File: src/rtl/hazard_pipe_regs.sv
// -----------------------------------------------------------------------------
// hazard_pipe_regs
//
// Purpose:
//   Consumer end of the load-use hazard interface. Holds the PC register, the
//   IF/ID pipeline register and the subset of the ID/EX register that hazard
//   detection looks at. It applies hold (freeze PC + IF/ID), bubble (zero
//   ID/EX) and branch flush (squash IF/ID). It feeds ID_EXMemRead/ID_EXRt back
//   to the hazard detector and runs a stall watchdog.
//
// Optional build macro:
//   HAZARD_PERF_CNT_EN - when defined, stall_count and flush_count are
//   saturating performance counters. When undefined they are tied to zero and
//   no counter flops exist. The port list is the same in both builds.
//
// Ports:
//   clk, rst                 rising-edge clock, synchronous active-high reset
//   IF_IDhold                freeze PC and IF/ID this edge
//   ID_EXzero                load a NOP bubble into ID/EX this edge
//   IF_flush                 squash IF/ID (taken branch in ID); ignored on hold
//   PC_next                  next PC from the fetch/branch mux
//   IF_instr                 instruction memory output
//   ID_ctrl, ID_Rs/Rt/Rd     decoded control bundle and register numbers
//   ID_rdata1/2              register file read data
//   PC                       current PC
//   IF_IDinstr, IF_IDpc4     IF/ID contents
//   ID_EX*                   ID/EX contents; ID_EXMemRead is ID_EXctrl[0]
//   stall_run                consecutive-hold counter (saturates at 15)
//   stall_err                sticky watchdog flag, cleared only by rst
//   stall_count, flush_count performance counters (optional build)
// -----------------------------------------------------------------------------
module hazard_pipe_regs #(
  parameter logic [31:0] RESET_PC  = 32'h0000_0000,
  parameter int          CTRL_W    = 8,
  parameter int          MAX_STALL = 2,
  parameter int          CNT_W     = 16
) (
  input  logic              clk,
  input  logic              rst,
  input  logic              IF_IDhold,
  input  logic              ID_EXzero,
  input  logic              IF_flush,
  input  logic [31:0]       PC_next,
  input  logic [31:0]       IF_instr,
  input  logic [CTRL_W-1:0] ID_ctrl,
  input  logic [4:0]        ID_Rs,
  input  logic [4:0]        ID_Rt,
  input  logic [4:0]        ID_Rd,
  input  logic [31:0]       ID_rdata1,
  input  logic [31:0]       ID_rdata2,
  output logic [31:0]       PC,
  output logic [31:0]       IF_IDinstr,
  output logic [31:0]       IF_IDpc4,
  output logic [CTRL_W-1:0] ID_EXctrl,
  output logic              ID_EXMemRead,
  output logic [4:0]        ID_EXRs,
  output logic [4:0]        ID_EXRt,
  output logic [4:0]        ID_EXRd,
  output logic [31:0]       ID_EXrdata1,
  output logic [31:0]       ID_EXrdata2,
  output logic [3:0]        stall_run,
  output logic              stall_err,
  output logic [CNT_W-1:0]  stall_count,
  output logic [CNT_W-1:0]  flush_count
);

  // stall_run value seen on the edge that completes the MAX_STALL-th hold.
  localparam logic [3:0] STALL_TRIP = 4'(MAX_STALL - 1);
  localparam logic [3:0] RUN_MAX    = 4'hF;

  // ---------------------------------------------------------------------------
  // PC and IF/ID
  // ---------------------------------------------------------------------------
  logic [31:0] r_pc;
  logic [31:0] r_ifid_instr;
  logic [31:0] r_ifid_pc4;
  logic [31:0] w_pc_plus4;
  logic        w_flush_eff;

  // 32-bit add wraps naturally, so 32'hFFFF_FFFC + 4 gives 0.
  assign w_pc_plus4  = r_pc + 32'd4;
  // A flush arriving during a hold is dropped; the branch unit re-presents it.
  assign w_flush_eff = IF_flush & ~IF_IDhold;

  always_ff @(posedge clk) begin
    if (rst) begin
      r_pc         <= RESET_PC;
      r_ifid_instr <= 32'd0;
      r_ifid_pc4   <= 32'd0;
    end else if (IF_IDhold) begin
      r_pc         <= r_pc;
      r_ifid_instr <= r_ifid_instr;
      r_ifid_pc4   <= r_ifid_pc4;
    end else if (IF_flush) begin
      r_pc         <= PC_next;
      r_ifid_instr <= 32'd0;
      r_ifid_pc4   <= 32'd0;
    end else begin
      r_pc         <= PC_next;
      r_ifid_instr <= IF_instr;
      r_ifid_pc4   <= w_pc_plus4;
    end
  end

  // ---------------------------------------------------------------------------
  // ID/EX subset. A bubble zeroes everything, including MemRead, so the
  // hazard detector sees no load in EX on the following cycle.
  // ---------------------------------------------------------------------------
  logic [CTRL_W-1:0] r_idex_ctrl;
  logic [4:0]        r_idex_rs;
  logic [4:0]        r_idex_rt;
  logic [4:0]        r_idex_rd;
  logic [31:0]       r_idex_rdata1;
  logic [31:0]       r_idex_rdata2;

  always_ff @(posedge clk) begin
    if (rst || ID_EXzero) begin
      r_idex_ctrl   <= '0;
      r_idex_rs     <= 5'd0;
      r_idex_rt     <= 5'd0;
      r_idex_rd     <= 5'd0;
      r_idex_rdata1 <= 32'd0;
      r_idex_rdata2 <= 32'd0;
    end else begin
      r_idex_ctrl   <= ID_ctrl;
      r_idex_rs     <= ID_Rs;
      r_idex_rt     <= ID_Rt;
      r_idex_rd     <= ID_Rd;
      r_idex_rdata1 <= ID_rdata1;
      r_idex_rdata2 <= ID_rdata2;
    end
  end

  // ---------------------------------------------------------------------------
  // Stall watchdog
  // ---------------------------------------------------------------------------
  logic [3:0] r_stall_run;
  logic       r_stall_err;

  always_ff @(posedge clk) begin
    if (rst) begin
      r_stall_run <= 4'd0;
      r_stall_err <= 1'b0;
    end else if (IF_IDhold) begin
      if (r_stall_run != RUN_MAX) begin
        r_stall_run <= r_stall_run + 4'd1;
      end
      if (r_stall_run == STALL_TRIP) begin
        r_stall_err <= 1'b1;
      end
    end else begin
      r_stall_run <= 4'd0;
    end
  end

  // ---------------------------------------------------------------------------
  // Performance counters (optional build)
  // ---------------------------------------------------------------------------
`ifdef HAZARD_PERF_CNT_EN
  logic [CNT_W-1:0] r_stall_count;
  logic [CNT_W-1:0] r_flush_count;

  always_ff @(posedge clk) begin
    if (rst) begin
      r_stall_count <= '0;
      r_flush_count <= '0;
    end else begin
      if (IF_IDhold && (r_stall_count != {CNT_W{1'b1}})) begin
        r_stall_count <= r_stall_count + 1'b1;
      end
      if (w_flush_eff && (r_flush_count != {CNT_W{1'b1}})) begin
        r_flush_count <= r_flush_count + 1'b1;
      end
    end
  end

  assign stall_count = r_stall_count;
  assign flush_count = r_flush_count;
`else
  logic w_unused_flush;
  assign w_unused_flush = w_flush_eff;
  assign stall_count    = '0;
  assign flush_count    = '0;
`endif

  // ---------------------------------------------------------------------------
  // Outputs: every output comes straight from a flop.
  // ---------------------------------------------------------------------------
  assign PC           = r_pc;
  assign IF_IDinstr   = r_ifid_instr;
  assign IF_IDpc4     = r_ifid_pc4;
  assign ID_EXctrl    = r_idex_ctrl;
  assign ID_EXMemRead = r_idex_ctrl[0];
  assign ID_EXRs      = r_idex_rs;
  assign ID_EXRt      = r_idex_rt;
  assign ID_EXRd      = r_idex_rd;
  assign ID_EXrdata1  = r_idex_rdata1;
  assign ID_EXrdata2  = r_idex_rdata2;
  assign stall_run    = r_stall_run;
  assign stall_err    = r_stall_err;

endmodule

File: config.mk
export PLATFORM = sky130hd
export DESIGN_NAME = hazard_pipe_regs
export DESIGN_NICKNAME = d
export VERILOG_FILES = /design/src/rtl/hazard_pipe_regs.sv
export SDC_FILE = /design/constraint.sdc
export NUM_CORES = 1
export LEC_CHECK = 0
export ABC_CLOCK_PERIOD_IN_PS = 2600
export CAP_MARGIN = 20
export CELL_PAD_IN_SITES_DETAIL_PLACEMENT = 0
export CELL_PAD_IN_SITES_GLOBAL_PLACEMENT = 1
export CORE_ASPECT_RATIO = 0.7
export CORE_MARGIN = 8
export CORE_UTILIZATION = 28
export CTS_BUF_LIST = sky130_fd_sc_hd__clkbuf_4 sky130_fd_sc_hd__clkbuf_8
export DETAILED_ROUTE_END_ITERATION = 6
export MAX_ROUTING_LAYER = met4
export PLACE_DENSITY = 0.93
export SYNTH_ARGS = -nofsm -noshare
export SYNTH_HDL_FRONTEND = slang
export SYNTH_SLANG_ARGS = --single-unit
File: constraint.sdc
create_clock -name clk -period 2.6 [get_ports clk]
set_input_delay 0.78 -clock clk [delete_from_list [all_inputs] [get_ports clk]]
set_output_delay 0.78 -clock clk [all_outputs]
set_load 0.01 [all_outputs]
# Word level (Yosys, flattened, before mapping)
# Cells that the tools add are included.
dict set report classes {
  mux 2
  addsub 2
  n_eq_ne 2
  bitwise_logic 1
  reduce_logical 3
}
# op count
set op_table {}
lappend op_table {{32-bit 2-to-1 mux} 2}
lappend op_table {{32-bit by 3-bit adder with 32-bit output, second input constant} 1}
lappend op_table {{4-bit by 1-bit adder with 4-bit output, second input constant} 1}
lappend op_table {{4-bit by 1-bit == test with 1-bit output, second input constant} 1}
lappend op_table {{4-bit inequality test, second input constant} 1}
lappend op_table {{2-bit AND reduction} 1}
lappend op_table {{2-bit OR reduction} 1}
lappend op_table {{1-bit logical OR} 1}
lappend op_table {{1-bit inverter} 1}
dict set report word_totals {
  input_bits 156
  out_inout_bits 221
  register_bits 188
}

# Depth between registers and ports, before layout
dict set report logic_depth {
  depth_word 2
  ltp_mapped 6
  depth_no_buf 6
}

# Worst setup path after synthesis
# No wires, ideal clock.
dict set report synth_timing {
  kind {input to register}
  from {input IF_IDhold}
  to {register r_stall_run[2], in the netlist stall_run[2]}
  path_buffers 3
  t_required_ps 2526
  setup_ps 74
  arrival_time_ps 2061
  cell_stages 6
  setup_slack_ps 465
  cell_sequence {clkbuf_1 -> nor2b_1 -> clkbuf_1 -> clkbuf_1 -> o21ai_0 -> a31oi_1}
}
dict set report synth_between {
  elab_chain_cells 2
}
# element line_no
set synth_lines {}
lappend synth_lines {{from (decl)} 40} ;# input logic IF_IDhold,
lappend synth_lines {{1-bit inverter (no source line)} n/a}
lappend synth_lines {{2-bit OR reduction (no source line)} n/a}
lappend synth_lines {{to (signal assigned)} 146} ;# r_stall_run <= r_stall_run + 4'd1;
lappend synth_lines {{to (decl)} 137} ;# logic [3:0] r_stall_run;
# No other way between the ends.
# A chain may end at the register's enable or synchronous reset.

# Worst setup path after layout
dict set report layout_timing {
  from {register r_pc[10], in the netlist PC[10]}
  to {output PC[10]}
}
# element line_no
set layout_rtl {}
lappend layout_rtl {{from (decl)} 74} ;# logic [31:0] r_pc;
lappend layout_rtl {{from (signal assigned)} 91} ;# r_pc <= r_pc;
lappend layout_rtl {{from (signal assigned)} 95} ;# r_pc <= PC_next;
lappend layout_rtl {{from (signal assigned)} 99} ;# r_pc <= PC_next;
lappend layout_rtl {{to (decl)} 51} ;# output logic [31:0] PC,
# No word-level cell between the ends.

==> flow_metrics.env <==
export IMPL_outcome="completed"
export IMPL_start_util_pct=28.4
export IMPL_vias=5236
export IMPL_core_region_area_mm2=0.0226
export IMPL_grt_overflow=0
export IMPL_ys_flop_type="dfxtp_1"
export IMPL_antenna_found_initial=0
export IMPL_drt_initial_drc_count=185
export IMPL_synth_area_top_cells="dfxtp_1 (59%), a22o_1 (8.8%), and2_1 (8.6%)"
export IMPL_routed_wl_um=22700
export IMPL_post_dp_hpwl_um=17900
export IMPL_port_buffer_count=344
export IMPL_drtPass1Iterations=4
export IMPL_synth_area_mm2=0.00640
export IMPL_hp_class="reg2reg"
export IMPL_vias_per_cell=4.22
export IMPL_fin_setup_tns_ns=0
export IMPL_hold_violations=0
export IMPL_layout_nets=1076
export IMPL_swShare_pct=26.2
export IMPL_crit_chain="clkdlybuf4s50_1"
export IMPL_cp_start_kind="flip-flop"
export IMPL_cpMaxStageDelayCell="clkdlybuf4s50_1"
export IMPL_leakage_uw=0.00417
export IMPL_critical_path_max_fanout=7
export IMPL_synthCells=576
export IMPL_grt_max_degree=80
export IMPL_synth_warnings=0
export IMPL_synth_top_area_share_pct=58.8
export IMPL_pwr_density_cell_mw_per_mm2=547
export IMPL_critPathMaxStageDelay_ns=0.63
export IMPL_rows=46
export IMPL_grtUsageTotal_pct=16.0
export IMPL_setup_ws_ns=0.264
export IMPL_postCtsSetupRepairBufs=0
export IMPL_rr_worst_depth=5
export IMPL_path_buf_inv=1
export IMPL_cts_made_buffers=17
export IMPL_synth_cell_types=34
export IMPL_worstSetupEndpointType="primary output"
export IMPL_ios=377
export IMPL_synth_edf_count=0
export IMPL_grt_setup_unrepaired="no"
export IMPL_syn_to_final_growth_pct=63.8
export IMPL_cts_root_buf="clkbuf_8"
export IMPL_use_met1_pct=15.9
export IMPL_synth_seq_cells=188
export IMPL_hold_end="IF_IDinstr[18]"
export IMPL_die_area_mm2=0.0280
export IMPL_sequentialPowerShare_pct=53.5
export IMPL_diodes=0
export IMPL_critPathArrivalTime_ns=1.56
export IMPL_hold_depth=1
export IMPL_path_delay_family="buffers and inverters"
export IMPL_worst_ep_required_time_ns=1.82
export IMPL_busiest_layer="met2"
export IMPL_power_switching_uw=1500
export IMPL_setup_viol_count_final=0
export IMPL_final_setup_skew_ns=0.0193
export IMPL_cap_violations=0
export IMPL_regToRegSetupSlack_ns=0.49
export IMPL_power_internal_uw=4240
export IMPL_clkTransAtPathRegs_ns=0.09
export IMPL_gp_congestion=0.814
export IMPL_cts_resized_gates=0
export IMPL_drv_slew=0
export IMPL_grt_pass1_wl_um=32700
export IMPL_grt_pass1_vias=5324
export IMPL_drc=0
export IMPL_pwr_share_clk_pct=32.7
export IMPL_ys_seq_area_share_pct=58.8
export IMPL_max_vdd_ir_drop_mv=0.370
export IMPL_clock_sinks=188
export IMPL_clk_path_buf_depth=2
export IMPL_fmax_ghz=0.428
export IMPL_worstSkewPairLatency_ns=0.48
export IMPL_r2r_start="PC[8]"
export IMPL_cts_tree="built"
export IMPL_grt_use_met2_pct=26.5
export IMPL_cts_hold_buffers=0
export IMPL_fp_dieW_um=197
export IMPL_syn_area_per_cell_um2=11.1
export IMPL_postRouteAntennaNets=0
export IMPL_ys_async_sr_fraction_pct=0
export IMPL_hp_start="IF_IDinstr[18]"
export IMPL_dp_slack_ns=0.464
export IMPL_wl_per_cell_um=18.3
export IMPL_comb_power_share_pct=13.8
export IMPL_worstSetupPathType="reg2out"
export IMPL_layout_drive_gt1_share_pct=6.34
export IMPL_die_h_um=143
export IMPL_fin_crit_ns=2.34
export IMPL_gr_usage_met3_pct=9.54
export IMPL_synth_top_area_cell="dfxtp_1"
export IMPL_fin_crit_sh_pct=89.8
export IMPL_cts_max_level=4
export IMPL_rr_endpoint="IF_IDpc4[19]"
==> area by class of cell <==
type	instances	area [um^2]
repair buffers	356	3560
inverters	6	22.5
clock inverters	12	106
well taps	312	390
fillers	2128	12100
clock buffers	20	269
flip-flops and latches	188	3760
multi-input cells	348	2380
==> cell usage after synthesis, types with 5 or more instances <==
cell and count:
dfxtp_1 188, and2_1 88, a22o_1 64, nor2_1 46, buf_4 33, mux2i_1 32
clkbuf_1 29, xor2_1 17, nand3_1 12, xnor2_1 12, nand2_1 10, inv_1 6
nand4_1 5, nor3_1 5
==> sequential cells by signal, summed over array words and instances (netlist names) <==
signal	count
ID_EXctrl	8
ID_EXRs	5
ID_EXRd	5
IF_IDpc4	32
IF_IDinstr	32
stall_err	1
ID_EXrdata1	32
stall_run	4
ID_EXrdata2	32
PC	32
ID_EXRt	5
==> cells in the final DEF (no fill, tap or decap), types with 2 or more instances in the layout <==
master	instances
nor3_1	4
inv_8	3
conb_1	32
buf_12	3
a211oi_1	2
dfxtp_1	188
inv_1	6
nand4_1	5
xor2_1	17
or2_2	2
and3_1	3
a22o_1	64
clkinvlp_4	5
nand3_1	12
clkbuf_8	19
buf_4	9
and2_1	88
a31oi_1	2
mux2i_1	32
nor2_1	45
nand2_1	10
ha_1	3
clkinv_4	3
buf_2	2
xnor2_1	12
nor4_2	3
clkdlybuf4s50_1	342
==> through the flow <==
step           area, um^2  utilization [%]  power [uW]  hold WS, ns  cells
3_3_place_gp        10100             44.8        3930        0.461   1210
2_1_floorplan        6520                -        3420        0.505    607
3_5_place_dp        10100             44.8        3940        0.463   1210
4_1_cts             10500             46.5        5820        0.490   1242
5_1_grt             10500             46.5        6020        0.501   1242
6_report            10500             46.5        5740        0.485   1242
==> worst register-to-register path, stage by stage, from the launching register on <==
cell and delay (ns):
dfxtp_1 0.42, nand3_1 0.21, or3_2 0.67, nor4_1 0.40, xor2_1 0.11, a22o_1 0.21
==> worst max-delay path by stage <==
stage | to | slack [ns] | start | cells after the start
CTS | PC[10] | 0.19 | PC[10] | 1
global route | PC[10] | 0.15 | PC[10] | 1
global placement | IF_IDpc4[19] | 0.48 | PC[8] | 5
finish | PC[10] | 0.26 | PC[10] | 1
detailed placement | IF_IDpc4[19] | 0.46 | PC[8] | 5
floorplan | stall_run[2] | 0.46 | IF_IDhold | 6
==> metal layers <==
| layer | wire length [um] | up-vias |
|---|---|---|
| li1 | - | 2550 |
| met1 | 8590 | 2421 |
| met2 | 10900 | 244 |
| met3 | 2920 | 21 |
| met4 | 348 | 0 |
| met5 | 0 | - |
==> cells by family (layout without fill, tap and decap cells) <==
kind of cell               Yosys count  count (layout)  synth area share [%]
DFF                                188             188                  58.8
adders and majority gates            3               3                 0.586
buffers and inverters               71             394                  6.23
xor gates and xnor gates            29              29                  3.97
AOI/OAI and AO/OA                   69              69                  9.26
other                                1              32                0.0586
muxes                               32              32                  5.00
and+or+nand+nor                    183             183                  16.1
==> power groups by stage <==
stage | combinational, uW | clock (uW) | sequential, uW
after detailed placement | 800 | 0 | 3140
after floorplan | 235 | 0 | 3180
final | 793 | 1880 | 3070
after global placement | 795 | 0 | 3130
after global routing | 852 | 2080 | 3090
after CTS | 804 | 1950 | 3070
Power figures use the tool's default switching activity.
